<file path="config.mk">
export PLATFORM = sky130hd
export DESIGN_NAME = peg_l2_rs_rmii_rx
export DESIGN_NICKNAME = d
export VERILOG_FILES = /design/src/rtl/peg_l2_rs_rmii_pkg.sv /design/src/rtl/peg_l2_rs_rmii_rx_sampler.sv /design/src/rtl/peg_l2_rs_rmii_rx.sv
export SDC_FILE = /design/constraint.sdc
export NUM_CORES = 1
export LEC_CHECK = 0
export ABC_AREA = 0
export CORE_UTILIZATION = 30
export CTS_CLUSTER_SIZE = 16
export DETAILED_ROUTE_END_ITERATION = 6
export MAX_ROUTING_LAYER = met4
export PLACE_DENSITY_LB_ADDON = 0.2
export SLEW_MARGIN = 15
export SYNTH_ARGS = -nofsm -noshare
export SYNTH_HDL_FRONTEND = slang
export SYNTH_HIERARCHICAL = 1
export SYNTH_SLANG_ARGS = --single-unit
</file>
<file path="constraint.sdc">
create_clock -name rmii_ref_clk -period 1.7 [get_ports rmii_ref_clk]
set_input_delay 0.34 -clock rmii_ref_clk [delete_from_list [all_inputs] [get_ports rmii_ref_clk]]
set_output_delay 0.34 -clock rmii_ref_clk [all_outputs]
set_load 0.01 [all_outputs]
</file>
<file path="src/rtl/peg_l2_rs_rmii_pkg.sv">
// Shared types and constants for the RMII receive reconciliation sublayer.
package peg_l2_rs_rmii_pkg;

  typedef enum logic [1:0] {
    IDLE,
    PREAMBLE,
    DATA,
    DROP
  } rx_state_e;

  localparam logic [1:0] PREAMBLE_DIBIT   = 2'b01;
  localparam logic [1:0] SFD_DIBIT        = 2'b11;
  localparam int         SAMPLE_POINT_10M = 4;
  localparam int         BYTE_W           = 8;

  typedef struct packed {
    logic              sop;
    logic              eop;
    logic [BYTE_W-1:0] data;
    logic              err;
  } rx_beat_t;

endpackage

</file>
<file path="src/rtl/peg_l2_rs_rmii_rx_sampler.sv">
// Dibit sample strobe: every cycle at 100 Mb/s, mid-dibit of each DECIM_10M-cycle
// dibit at 10 Mb/s, phase-locked to the rising edge of crs_dv out of IDLE.
module peg_l2_rs_rmii_rx_sampler
  import peg_l2_rs_rmii_pkg::*;
#(
  parameter int DECIM_10M = 10
) (
  input  logic clk,
  input  logic rst,
  input  logic speed,
  input  logic crs_dv,
  input  logic idle,
  output logic sample_strobe
);

  localparam int CNT_W = $clog2(DECIM_10M);

  logic [CNT_W-1:0] cnt_q, cnt_d;

  // NOTE: every always_comb output gets a default first so no path can infer a latch.
  always_comb begin
    cnt_d = cnt_q;
    if (speed || (idle && !crs_dv)) begin
      cnt_d = '0;
    end else if (cnt_q == CNT_W'(DECIM_10M - 1)) begin
      cnt_d = '0;
    end else begin
      cnt_d = cnt_q + 1'b1;
    end
  end

  assign sample_strobe = speed | (cnt_q == CNT_W'(SAMPLE_POINT_10M));

  // NOTE: sequential state uses non-blocking assignments only.
  always_ff @(posedge clk) begin
    if (rst) cnt_q <= '0;
    else     cnt_q <= cnt_d;
  end

endmodule

</file>
<file path="src/rtl/peg_l2_rs_rmii_rx.sv">
// RMII RX reconciliation: strips preamble/SFD and emits an LSB-first byte stream
// with sop/eop/error framing. Optional stats counters under PEG_L2_RS_RMII_RX_STATS_EN.
module peg_l2_rs_rmii_rx
  import peg_l2_rs_rmii_pkg::*;
#(
  parameter int PKT_DATA_W = 8,
  parameter int DECIM_10M  = 10
) (
  input  logic                  rmii_ref_clk,
  input  logic                  rst,
  input  logic                  config_rs_mii_speed_100_n_10,
  input  logic [1:0]            rmii_rxd,
  input  logic                  rmii_crs_dv,
  input  logic                  rmii_rx_er,
  output logic                  pkt_valid,
  output logic                  pkt_sop,
  output logic                  pkt_eop,
  output logic [PKT_DATA_W-1:0] pkt_data,
  output logic                  pkt_error
`ifdef PEG_L2_RS_RMII_RX_STATS_EN
  ,
  output logic [15:0]           stat_frame_ok_cnt,
  output logic [15:0]           stat_frame_err_cnt
`endif
);

  rx_state_e         state_q, state_d;
  logic              speed_q, speed_d;
  logic [1:0]        dibit_idx_q, dibit_idx_d;
  logic [BYTE_W-1:0] shift_q, shift_d;
  logic [BYTE_W-1:0] held_q, held_d;
  logic              held_vld_q, held_vld_d;
  logic              first_q, first_d;
  logic              err_flag_q, err_flag_d;
  logic              valid_q, valid_d;
  rx_beat_t          beat_q, beat_d;
  logic              sample_strobe;

  peg_l2_rs_rmii_rx_sampler #(
    .DECIM_10M (DECIM_10M)
  ) u_sampler (
    .clk           (rmii_ref_clk),
    .rst           (rst),
    .speed         (speed_q),
    .crs_dv        (rmii_crs_dv),
    .idle          (state_q == IDLE),
    .sample_strobe (sample_strobe)
  );

  always_comb begin
    state_d     = state_q;
    speed_d     = (state_q == IDLE) ? config_rs_mii_speed_100_n_10 : speed_q;
    dibit_idx_d = dibit_idx_q;
    shift_d     = shift_q;
    held_d      = held_q;
    held_vld_d  = held_vld_q;
    first_d     = first_q;
    err_flag_d  = err_flag_q;
    valid_d     = 1'b0;
    beat_d      = '0;

    if (sample_strobe) begin
      unique case (state_q)
        IDLE: begin
          if (rmii_crs_dv && rmii_rxd == PREAMBLE_DIBIT) state_d = PREAMBLE;
        end
        PREAMBLE: begin
          if (!rmii_crs_dv) begin
            state_d = IDLE;
          end else if (rmii_rxd == SFD_DIBIT) begin
            state_d     = DATA;
            dibit_idx_d = '0;
            err_flag_d  = 1'b0;
            held_vld_d  = 1'b0;
            shift_d     = '0;
          end else if (rmii_rxd != PREAMBLE_DIBIT) begin
            state_d = DROP;
          end
        end
        DATA: begin
          if (rmii_crs_dv) begin
            shift_d[{dibit_idx_q, 1'b0} +: 2] = rmii_rxd;
            dibit_idx_d = dibit_idx_q + 2'd1;
            err_flag_d  = err_flag_q | rmii_rx_er;
            // A byte is held one byte-time so the last one can carry eop.
            if (dibit_idx_q == 2'd3) begin
              held_d     = shift_d;
              held_vld_d = 1'b1;
              first_d    = !held_vld_q;
              if (held_vld_q) begin
                valid_d     = 1'b1;
                beat_d.sop  = first_q;
                beat_d.data = held_q;
              end
            end
          end else begin
            state_d     = IDLE;
            held_vld_d  = 1'b0;
            dibit_idx_d = '0;
            if (held_vld_q) begin
              valid_d     = 1'b1;
              beat_d.sop  = first_q;
              beat_d.eop  = 1'b1;
              beat_d.data = held_q;
              beat_d.err  = err_flag_q | (dibit_idx_q != 2'd0);
            end
          end
        end
        DROP: begin
          if (!rmii_crs_dv) state_d = IDLE;
        end
        default: state_d = IDLE;
      endcase
    end
  end

  always_ff @(posedge rmii_ref_clk) begin
    if (rst) begin
      state_q     <= IDLE;
      speed_q     <= 1'b0;
      dibit_idx_q <= '0;
      shift_q     <= '0;
      held_q      <= '0;
      held_vld_q  <= 1'b0;
      first_q     <= 1'b0;
      err_flag_q  <= 1'b0;
      valid_q     <= 1'b0;
      beat_q      <= '0;
    end else begin
      state_q     <= state_d;
      speed_q     <= speed_d;
      dibit_idx_q <= dibit_idx_d;
      shift_q     <= shift_d;
      held_q      <= held_d;
      held_vld_q  <= held_vld_d;
      first_q     <= first_d;
      err_flag_q  <= err_flag_d;
      valid_q     <= valid_d;
      beat_q      <= beat_d;
    end
  end

  assign pkt_valid = valid_q;
  assign pkt_sop   = beat_q.sop;
  assign pkt_eop   = beat_q.eop;
  assign pkt_data  = beat_q.data;
  assign pkt_error = beat_q.err;

`ifdef PEG_L2_RS_RMII_RX_STATS_EN
  logic        frame_ok, frame_bad;
  logic [15:0] ok_cnt_q, ok_cnt_d, err_cnt_q, err_cnt_d;

  // Bad frames: errored eop, runt after SFD, and false-carrier entry into DROP.
  always_comb begin
    frame_ok  = valid_d & beat_d.eop & ~beat_d.err;
    frame_bad = (valid_d & beat_d.eop & beat_d.err)
              | (state_q == PREAMBLE && state_d == DROP)
              | (state_q == DATA && state_d == IDLE && !held_vld_q);
    ok_cnt_d  = ok_cnt_q;
    err_cnt_d = err_cnt_q;
    if (frame_ok  && ok_cnt_q  != 16'hFFFF) ok_cnt_d  = ok_cnt_q + 16'd1;
    if (frame_bad && err_cnt_q != 16'hFFFF) err_cnt_d = err_cnt_q + 16'd1;
  end

  always_ff @(posedge rmii_ref_clk) begin
    if (rst) begin
      ok_cnt_q  <= '0;
      err_cnt_q <= '0;
    end else begin
      ok_cnt_q  <= ok_cnt_d;
      err_cnt_q <= err_cnt_d;
    end
  end

  assign stat_frame_ok_cnt  = ok_cnt_q;
  assign stat_frame_err_cnt = err_cnt_q;
`endif

endmodule

</file>
# Word-level counts from Yosys, hierarchy flattened
# Index checks and enable logic that the tools add are counted.
# word_totals
register_bits	40
romBits	0
output_inout_bits	12
mem_bits_rw	0
latch_bits	0
n_memories	0
in_bits	7
# classes
n_mux	32
n_reduce_logical	18
eq_ne	16
order_cmp	0
multipliers	0
n_div	0
addsub	3
bitwise	6
shifts	2
# ops
cell	count
$mux W8	6
$mux W2	8
$pmux W8 S2	1
$reduce_and A4 Y1	3
$mux W1	11
$mux W11	1
$ne A2 B2 Y1 const B	5
$reduce_and A5 Y1	2
$bwmux W8	1
$eq A2 B2 Y1 const B	4
$shift A2 B5 Y8 const A	1
$shiftx A2 B5 Y8	1
$pmux W2 S3	1
$reduce_or A3 Y1	2
$neg A3 Y5	1
$reduce_or A5 Y1	1
$add A4 B1 Y4 const B	1
$eq A2 B1 Y1 const B	2
$eq A4 B3 Y1 const B	1
$eq A4 B4 Y1 const B	1
$ne A4 B4 Y1 const B	1
$pmux W1 S2	2
$pmux W2 S2	1
$reduce_bool A2 Y1	2
other kinds (11)	17

# Depth between registers and ports, before layout
# depth
ltp_word	5
mapped_depth	9
ltp_nobuf	7

# Hierarchy
# Netlist, hierarchy kept.
# modules_own_cells
mod	instances	area_each_um2	cells_per_inst	seq_area_each_um2
peg_l2_rs_rmii_rx	1	1521.5	155	720.7
peg_l2_rs_rmii_rx_sampler	1	230.2	26	80.1

# Worst setup path before layout
# Ideal clock, no wire load.
# synth_path
kind	register -> register
startpoint	register dibit_idx_q[0]
endpoint	register held_q[5]
path_slack_ns	-0.086
t_arrival_ns	1.707
period_less_slack_ns	1.786
t_required_ns	1.621
stages_incl_launch_ff	8
cell_sequence	dfxtp_1 -> clkbuf_1 -> inv_1 -> ha_1 -> nor2b_1 -> and3_2 -> a21oi_1 -> a211oi_2
# synth_between
elab_chain_cells	3
elab_cells_between_ends	6
cone_classes	add/sub (1); eq/ne (1); shift (2); mux (1); reduce/logical (1)
# synth_rtl
element	line	text
start, declared	peg_l2_rs_rmii_rx.sv:29	logic [1:0] dibit_idx_q, dibit_idx_d;
start signal, assigned	peg_l2_rs_rmii_rx.sv:132	dibit_idx_q <= dibit_idx_d;
$neg A3 Y5	peg_l2_rs_rmii_rx.sv:82	shift_d[{dibit_idx_q, 1'b0} +: 2] = rmii_rxd;
$shiftx A2 B5 Y8 or $shift A2 B5 Y8 (tied branches)	peg_l2_rs_rmii_rx.sv:82	
$bwmux W8	peg_l2_rs_rmii_rx.sv:82	
end signal, assigned	peg_l2_rs_rmii_rx.sv:134	held_q <= held_d;
end, declared	peg_l2_rs_rmii_rx.sv:31	logic [BYTE_W-1:0] held_q, held_d;
# Parallel ways exist; a longest one is shown, timed or not.
# A chain may end at the register's enable or synchronous reset.

# Final worst setup path
# layout_path
startpoint	register dibit_idx_q[0]
endpoint	register held_q[2]
# The elaborated chain is that of the path after synthesis.

==> parameters.txt <==
Parameter                              Value

Detailed routing
  Total Routed Length    approximately 3600 um
  Antenna-violating nets left    0
  Wire per inst    12.1 um
  Vias per cell    4.56
  Pre-Repair DR Iteration Count    4
  Count of unresolved DRC violations after routing    0
  Total vias in the final route    ~1,300
  Number of DRC violations after detailed-routing iteration 0    between 60 and 70

Logic synthesis
  Top cells by area in the synthesized netlist    sky130_fd_sc_hd__dfxtp_1, sky130_fd_sc_hd__ha_1, sky130_fd_sc_hd__nor2_1
  Netlist Area Pre-Place    1750 um2
  Average cell area after synthesis    roughly 9.7 um2
  YS warnings    6
  Number of unique standard cell types used by synthesis    42
  Post-synthesis cell count    approximately 180
  Cell taking the most area after synthesis    sky130_fd_sc_hd__dfxtp_1
  Top-area cell type share of the netlist area    0.457
  Syn Nets    197
  Post-synthesis sequential element count    40
  Sequential cell area fraction in the yosys report    0.457

Setup path
  Chain of cells forming the critical path    inv_1 > ha_1 > nor2b_2 > a41oi_1 > a211oi_2
  Worst setup path category    reg -> reg
  CP delay by family, top    compound AO/OA/AOI/OAI gates
  Delay contributed by the slowest stage of the critical path    just under 400 ps
  Crit. path cell count    5
  Number of buffer and inverter stages on the critical path    1
  CP arrival    between 1500 and 2000 ps
  Slowest stage cell on the critical path    sky130_fd_sc_hd__a41oi_1
  Crit end category    flop
  Peak fanout along the critical path    4
  Nature of the critical path startpoint    flop
  Critical path data required time    1870 ps
  Depth of the worst register-to-register path    5

Global route
  Number of global-route vias before repair    around 1,300
  Number of antenna violations at the first check in global routing    0
  Maximum number of pins on one net before global-route repair    14
  Global-route wire length before repair    ~6000 um
  Global router's overall resource usage    0.134
  Congestion Overflow GR    0

Finish
  Signed area change from the synthesized netlist to the final layout    29.0%
  Post-route cell area    2260 um2
  Footprint of the multi-input gates    861 um2
  Filler Cell Count    575
  Count of placed standard cells in the final layout, fillers left out    293
  Number of inserted diodes    0
  Net count, final    236
  Fraction of final layout cells sized beyond drive strength 1    0.217
  Total area of sequential cells    803 um2

Timing
  Max-slew violation count    0
  Period utilisation layout    0.921
  Total count of hold-check failures in the final report    0
  Clk_skew    5.56 ps
  Worst slew margin relative to its limit    0.734
  Total negative slack    0 ps
  Highest clock rate    639 MHz
  Post-route worst hold slack    456 ps
  Unrepaired setup endpoints after global routing    false
  Setup-violating endpoint count in the final report    0
  Transition at the pin with the smallest max-transition slack    394 ps
  Time the final worst path needs with I/O delays and setup    roughly 1600 ps

CTS
  Buffers inserted during post-CTS setup optimization    0
  Clock H-tree levels    2
  TritonCTS clock tree    done
  CTS sink cnt    40
  Clock root cell    sky130_fd_sc_hd__clkbuf_8
  Number of buffers between clock root and the deepest sink    2
  Worst-skew pair later-pin latency    290 ps
  Number of clock buffers inserted by TritonCTS    5
  Hold-fix buffers at CTS    0
  Number of gates resized after CTS    0
  Clock slew at reported path FFs    80 ps

Power
  Reported leakage power    0.000841 uW
  Max rail drop VDD    0.354 mV
  Power density over cell area    between 800 and 900 nW/um2
  Overall Power    1860 uW

Die
  CORE AREA    between 5000 and 6000 um2
  Die width    78.4 um
  Num ports    19
  Initial Util    0.314
  Die height    78.4 um
  Total number of placement rows    27
  Area enclosed by the die boundary    6150 um2

Placed design
  Final HPWL from detailed placement    between 2000 and 3000 um
  Cell Area, Placed    2120 um2
  # port buffers    18
  Total placed cells including tap cells    285
  RD Place Congestion    0.799

Worst hold path
  Hold path depth    1
  Hold Path Class    reg -> reg

Run
  Number of maximum-capacitance violations    0

Run status
  Result of the run    complete, no violations
-- layout make-up --
type,count,share of cell area
clock buffers,6,0.0365
clock inverters,2,0.0172
inverters,9,0.0150
flip-flops and latches,40,0.355
well taps,72,0.0399
multi-input cells,125,0.381
repair buffers,39,0.155
-- synthesized netlist by cell type --
cell                        instances
sky130_fd_sc_hd__a21oi_2            2
sky130_fd_sc_hd__and2_1             9
sky130_fd_sc_hd__clkbuf_8           3
sky130_fd_sc_hd__or2_2              1
sky130_fd_sc_hd__a41oi_1            3
sky130_fd_sc_hd__and2b_2            2
sky130_fd_sc_hd__nand2b_1           4
sky130_fd_sc_hd__nand3_1            2
sky130_fd_sc_hd__nand2_2            1
sky130_fd_sc_hd__o21ai_1            1
sky130_fd_sc_hd__inv_1              9
sky130_fd_sc_hd__nand3_2            1
sky130_fd_sc_hd__nand4_1            2
sky130_fd_sc_hd__a21oi_1           10
sky130_fd_sc_hd__nor2b_1            8
sky130_fd_sc_hd__nand4b_1           2
sky130_fd_sc_hd__buf_6              2
sky130_fd_sc_hd__nand3b_1           2
sky130_fd_sc_hd__a31oi_1            4
sky130_fd_sc_hd__nand2b_2           1
sky130_fd_sc_hd__clkbuf_1           2
sky130_fd_sc_hd__o211ai_1           1
sky130_fd_sc_hd__nor3_1             5
sky130_fd_sc_hd__and2b_1            1
sky130_fd_sc_hd__and3_1             1
sky130_fd_sc_hd__or3_1              1
sky130_fd_sc_hd__a21o_2             1
sky130_fd_sc_hd__and3_2             1
sky130_fd_sc_hd__nor3b_1            3
sky130_fd_sc_hd__nor2_1            20
sky130_fd_sc_hd__nor3_4             1
sky130_fd_sc_hd__a211o_2            1
sky130_fd_sc_hd__a211oi_2           1
sky130_fd_sc_hd__a311oi_1           1
sky130_fd_sc_hd__nor2_2             1
sky130_fd_sc_hd__nand2_1            3
sky130_fd_sc_hd__a22oi_1            2
sky130_fd_sc_hd__o2bb2ai_1          6
sky130_fd_sc_hd__a211oi_1           8
sky130_fd_sc_hd__o21ai_0            3
sky130_fd_sc_hd__ha_1               9
sky130_fd_sc_hd__dfxtp_1           40
-- worst register-to-register path, cell delays in order (launching register included) --
cell                       delay, ps
sky130_fd_sc_hd__dfxtp_1         340
sky130_fd_sc_hd__inv_1            60
sky130_fd_sc_hd__ha_1            340
sky130_fd_sc_hd__nor2b_2         190
sky130_fd_sc_hd__a41oi_1         390
sky130_fd_sc_hd__a211oi_2        120
-- power breakdown --
group	leakage, uW	switching [uW]	internal [uW]
clock	0.0000614	343	480
combinational	0.000456	47.0	42.0
sequential	0.000324	4.04	940
-- cells in the final DEF (no fill, tap or decap), types with 4 or more instances in the layout --
master,count
sky130_fd_sc_hd__a211oi_1,7
sky130_fd_sc_hd__inv_1,9
sky130_fd_sc_hd__buf_4,20
sky130_fd_sc_hd__nor2_1,19
sky130_fd_sc_hd__and2_1,9
sky130_fd_sc_hd__nand2b_1,4
sky130_fd_sc_hd__a31oi_1,4
sky130_fd_sc_hd__a21oi_1,10
sky130_fd_sc_hd__dfxtp_1,38
sky130_fd_sc_hd__nor3_1,5
sky130_fd_sc_hd__o2bb2ai_1,6
sky130_fd_sc_hd__ha_1,9
sky130_fd_sc_hd__nor2b_1,7
sky130_fd_sc_hd__clkdlybuf4s50_1,18
sky130_fd_sc_hd__clkbuf_8,6
-- metal layers --
layer / up-vias / global-route usage / part of all wire
met5: - / - / 0
met2: 20 / 0.188 / 0.41
met1: 591 / 0.183 / 0.54
met3: 7 / 0.0314 / 0.032
li1: 718 / - / -
met4: 0 / 0.0556 / 0.016
-- sequential cells by signal (all words and copies together), names as in the netlist --
register / count
pkt_sop: 1
held_q: 8
speed_q: 1
state_q: 2
u_sampler/cnt_q: 4
dibit_idx_q: 2
first_q: 1
err_flag_q: 1
pkt_eop: 1
pkt_error: 1
pkt_valid: 1
pkt_data: 8
held_vld_q: 1
shift_q: 8
-- worst paths after layout --
path / start / to / slack (ps)
hold / removal: held_q[2] / pkt_data[2] / 460
setup reg to reg: dibit_idx_q[0] / held_q[2] / 130
hold reg to reg: held_q[2] / pkt_data[2] / 460
setup / recovery: dibit_idx_q[0] / held_q[2] / 130
-- through the flow --
step	setup slack (ps)	utilization
floorplan	34.1	-
global placement	20.7	0.380
detailed placement	2.54	0.380
CTS	25.5	0.402
global route	21.8	0.405
finish	135	0.405
-- kinds of logic (layout without fill, tap and decap cells) --
logic type / count (synthesis) / count (layout) / share of synthesized area
simple gates: 72 / 72 / 0.239
compound gates: 44 / 44 / 0.179
flops: 40 / 40 / 0.457
buf+inv: 16 / 56 / 0.0600
fa+ha+maj: 9 / 9 / 0.0643
(Power assumes the default switching activity.)
